$ cat config.mk
export PLATFORM = sky130hd
export DESIGN_NAME = snake_prng
export DESIGN_NICKNAME = d
export VERILOG_FILES = /design/src/rtl/snake_pkg.sv /design/src/rtl/prng_lfsr_step.sv /design/src/rtl/snake_prng.sv
export SDC_FILE = /design/constraint.sdc
export NUM_CORES = 1
export LEC_CHECK = 0
export CAP_MARGIN = 20
export CORE_MARGIN = 4
export CORE_UTILIZATION = 55
export CTS_CLUSTER_DIAMETER = 150
export CTS_CLUSTER_SIZE = 20
export DETAILED_ROUTE_END_ITERATION = 12
export GPL_TIMING_DRIVEN = 0
export PLACE_DENSITY = 0.79
export SLEW_MARGIN = 15
export SYNTH_ARGS = -nofsm -noshare
export SYNTH_HDL_FRONTEND = slang
export SYNTH_SLANG_ARGS = --single-unit
export TNS_END_PERCENT = 100
$ cat constraint.sdc
create_clock -name clka -period 2.4 [get_ports clka]
set_input_delay 0.72 -clock clka [delete_from_list [all_inputs] [get_ports clka]]
set_output_delay 0.72 -clock clka [all_outputs]
set_load 0.005 [all_outputs]
$ cat src/rtl/snake_pkg.sv
// Shared constants for the snake game blocks.
//   LFSR_WIDTH   : width of the game PRNG state
//   LFSR_TAPS    : Galois feedback mask for x^16+x^14+x^13+x^11+1
//   DEFAULT_SEED : power-up / restart value of the PRNG
//   BOARD_IDX_W  : width of a cell index on the 64-cell board
package snake_pkg;

   localparam int unsigned LFSR_WIDTH = 16;
   localparam logic [LFSR_WIDTH-1:0] LFSR_TAPS = 16'hB400;
   localparam logic [LFSR_WIDTH-1:0] DEFAULT_SEED = 16'hACE1;
   localparam int unsigned BOARD_IDX_W = 6;

endpackage : snake_pkg

$ cat src/rtl/prng_lfsr_step.sv
// One step of the 16-bit right-shifting Galois LFSR (purely combinational).
//   lfsr : current state
//   next : state after one shift
module prng_lfsr_step
   import snake_pkg::*;
(
   input  logic [LFSR_WIDTH-1:0] lfsr,
   output logic [LFSR_WIDTH-1:0] next
);

   // Bit shifted out of the bottom feeds back through the tap mask.
   always_comb begin
      next = (lfsr >> 1) ^ (lfsr[0] ? LFSR_TAPS : '0);
   end

endmodule : prng_lfsr_step

$ cat src/rtl/snake_prng.sv
// Food-placement random source: LFSR advanced on request, registered output.
//   clka         : sole clock, rising edge
//   restart      : synchronous active-high reset, overrides request_rand
//   request_rand : advance LFSR and refresh random_num this cycle
//   random_num   : low OUT_WIDTH bits of the most recent LFSR state
module snake_prng
   import snake_pkg::*;
#(
   parameter logic [LFSR_WIDTH-1:0] SEED      = DEFAULT_SEED,
   parameter int unsigned           OUT_WIDTH = BOARD_IDX_W
)
(
   input  logic                 clka,
   input  logic                 restart,
   input  logic                 request_rand,
   output logic [OUT_WIDTH-1:0] random_num
);

   // A zero seed would lock the LFSR, so fall back to the default.
   localparam logic [LFSR_WIDTH-1:0] EFF_SEED = (SEED == '0) ? DEFAULT_SEED : SEED;

   generate
      if (OUT_WIDTH < 1 || OUT_WIDTH > LFSR_WIDTH) begin : g_bad_width
         $error("snake_prng: OUT_WIDTH must be in 1..16");
      end
   endgenerate

   logic [LFSR_WIDTH-1:0] lfsr;
   logic [LFSR_WIDTH-1:0] next;
   logic [OUT_WIDTH-1:0]  out_reg;

   prng_lfsr_step u_step (
      .lfsr (lfsr),
      .next (next)
   );

   // Restart first, then request; an all-zero state reseeds instead of stepping.
   always_ff @(posedge clka) begin
      if (restart) begin
         lfsr    <= EFF_SEED;
         out_reg <= '0;
      end else if (request_rand) begin
         if (lfsr == '0) begin
            lfsr    <= EFF_SEED;
            out_reg <= EFF_SEED[OUT_WIDTH-1:0];
         end else begin
            lfsr    <= next;
            out_reg <= next[OUT_WIDTH-1:0];
         end
      end
   end

   assign random_num = out_reg;

endmodule : snake_prng

==> metrics.md <==
| Metric | Value |
|---|---|
| Status | `finished clean` |
| Post-synth top area cell | `dfxtp_1` |
| Vert. Die Dim | `about 45 um` |
| Initial Util | `58.17%` |
| Post-CTS sizing | `0` |
| Max Cap Violations | `0` |
| Post-CTS Setup Bufs | `0` |
| Synth unique cells | `20` |
| Most frequent cells in the layout | `dfxtp_1 (18), nor2_1 (10), o22a_1 (8), clkdlybuf4s50_1 (8), mux2i_1 (7)` |
| Global-route wire length before repair | `2270 um` |
| Drt pass-1 iters | `4` |
| Worst EP required | `1.68 ns` |
| Placed Area | `855.8 sq um` |
| Area delta synth->final | `17.85%` |
| IO Pins | `9` |
| H-tree depth | `1` |
| Largest net degree at the start of global routing | `11` |
| DR iter-0 viols | `1` |
| Final Max Tran Viols | `0` |
| CTS clock-pin slew for the worst setup and hold paths | `0.10 ns` |
| Routed length per instance | `14.10 um` |
| Clock tree sinks | `18` |
| Final setup fails | `0` |
| Clock skew | `slightly above 0.006 ns` |
| Worst Setup End Kind | `output pin` |
| Gpl congestion | `0.7864` |
| HPWL after detailed placement | `1010 um` |
| CP Class | `flop to output pin` |
| Vias in the first global route | `530` |
| # diodes | `0` |
| Nets | `83` |
| Rel. slew slack | `a little under three quarters` |
| Via Count | `about 540` |
| Fmax | `0.4692 GHz` |
| Most common cell after layout, fill and taps aside | `dfxtp_1` |
| Post-Syn Nets | `70` |
| GRT Overall Usage | `15.60%` |
| Die ar. | `slightly above 2000 sq um` |
| PD cells | `671.5 nW/um^2` |
| Layout cells sized above 1 | `18.99%` |
| Number of buffers inserted by port buffering | `8` |
| CTS tree | `yes` |
| Final setup TNS | `0 ns` |
| Num CTS Buffers | `3` |
| Post-route cell area | `892.1 sq um` |
| Post-cts hold buffer count | `0` |
| Leakage power | `0.0003492 uW` |
| VDD IR max | `approximately 440 uV` |
| Overflow after GRT | `0` |
| RSZ-0062 raised after global routing | `false` |
| Synth top area share | `47.60%` |
| Arrival @ worst endpoint | `1.41 ns` |
| Mapped Cells | `67` |
| Clk root buf | `clkbuf_4` |
| Max FO, Critical Path | `5` |
| Min-delay worst type | `flop to flop` |
| Tmin final | `between 2 and 2.5 ns` |
| Antenna viol nets, final | `0` |
| Vias/cell | `5.713` |
| Least-Margin Pin Slew | `about 0.42 ns` |
| Ranking of synthesized cells by area | `dfxtp_1 (48%), mux2i_1 (9.3%), o22a_1 (9.3%)` |
| Die width | `approximately 45 um` |
| Yosys warning count | `0` |
| Core footprint | `1301 sq um` |
| Initial antenna violation count | `0` |
| Worst skew pair latency | `approximately 0.3 ns` |
| Clk buf depth | `2` |
| Row Count | `13` |
| Drc violations | `0` |
| Seq/Total Area, Yosys | `47.60%` |
| Final Cycle Share | `between 80% and 90%` |
| CP startpoint kind | `flop` |
| Reg2Reg Setup Slack | `1.15 ns` |
| Synthesis-stage register bit count | `18` |
| Final Hold Viols | `0` |
| Mean post-synth cell area | `11.30 sq um` |
| Final wirelength | `1325 um` |
| Synthesized area | `757.0 sq um` |
-- power breakdown --
| part | internal, uW | switching (uW) |
|---|---|---|
| Clock | 92.5 | 92.5 |
| Combinational | 43.2 | 29.7 |
| Sequential | 319 | 22.4 |
-- sequential cells by signal, indices dropped and copies added, names as in the netlist --
signal and count:
random_num 2, lfsr 16
-- kinds of logic (layout without fill, tap and decap cells) --
| family | count (synthesis) | count (layout) | share of synthesized area [%] |
|---|---|---|---|
| muxes | 7 | 7 | 9.257 |
| xor gates and xnor gates | 3 | 3 | 3.472 |
| DFF | 18 | 18 | 47.60 |
| buffers and inverters | 10 | 22 | 8.098 |
| AOI/OAI and AO/OA | 12 | 12 | 14.05 |
| and+or+nand+nor | 17 | 17 | 17.52 |
-- Yosys cell counts --
library cell   n
xnor2_1        1
a311oi_1       2
nor4_2         1
nand4_1        1
dfxtp_1       18
or2_1          1
a211oi_1       1
clkbuf_1       1
a41o_2         1
nor4_4         3
buf_1          1
nand2b_1       1
mux2i_1        7
buf_2          1
buf_6          1
xor2_1         2
nor2_1        10
o22a_1         8
inv_1          2
buf_4          4
-- stage by stage --
step                setup slack [ns]  hold WS [ns]  total power, uW  utilization (%)  std cells
floorplan                     0.9880        0.4764            395.8                -         67
global placement              0.3788        0.4723            418.8            65.77         90
detailed placement            0.3348        0.4833            422.3            65.77         90
CTS                           0.2631        0.4969            603.0            68.56         94
global route                  0.2004        0.5243            627.1            68.56         94
finish                        0.2689        0.4995            599.0            68.56         94
-- layer usage --
metal | global-route usage [%] | up-vias | routed length (um)
li1 | - | 262 | -
met1 | 17.94 | 259 | 559
met2 | 26.27 | 14 | 675
met3 | 7.171 | 2 | 79
met4 | 3.509 | 0 | 10
met5 | 0 | - | 0
-- worst paths after layout --
check / startpoint / to / cells after the start
worst max register to register: lfsr[0] / lfsr[5] / 4
worst min-delay path: random_num[5] / random_num[5] / 2
worst min register to register: random_num[5] / random_num[5] / 2
worst max-delay path: lfsr[1] / random_num[1] / 2
-- final cells by class --
type,instances,area (sq um)
multi-input combinational,39,335.3
buffer,8,53.80
sequential,18,360.3
inverter,2,7.507
clock buffer,4,36.28
fill,110,409.1
tap,15,18.77
timing repair buffer,8,80.08
-- critical path: stages (launching register included) --
cell and delay [ns]:
dfxtp_1 0.47, buf_4 0.16, clkdlybuf4s50_1 0.49
Note: power is estimated with default switching activity, not from simulation.
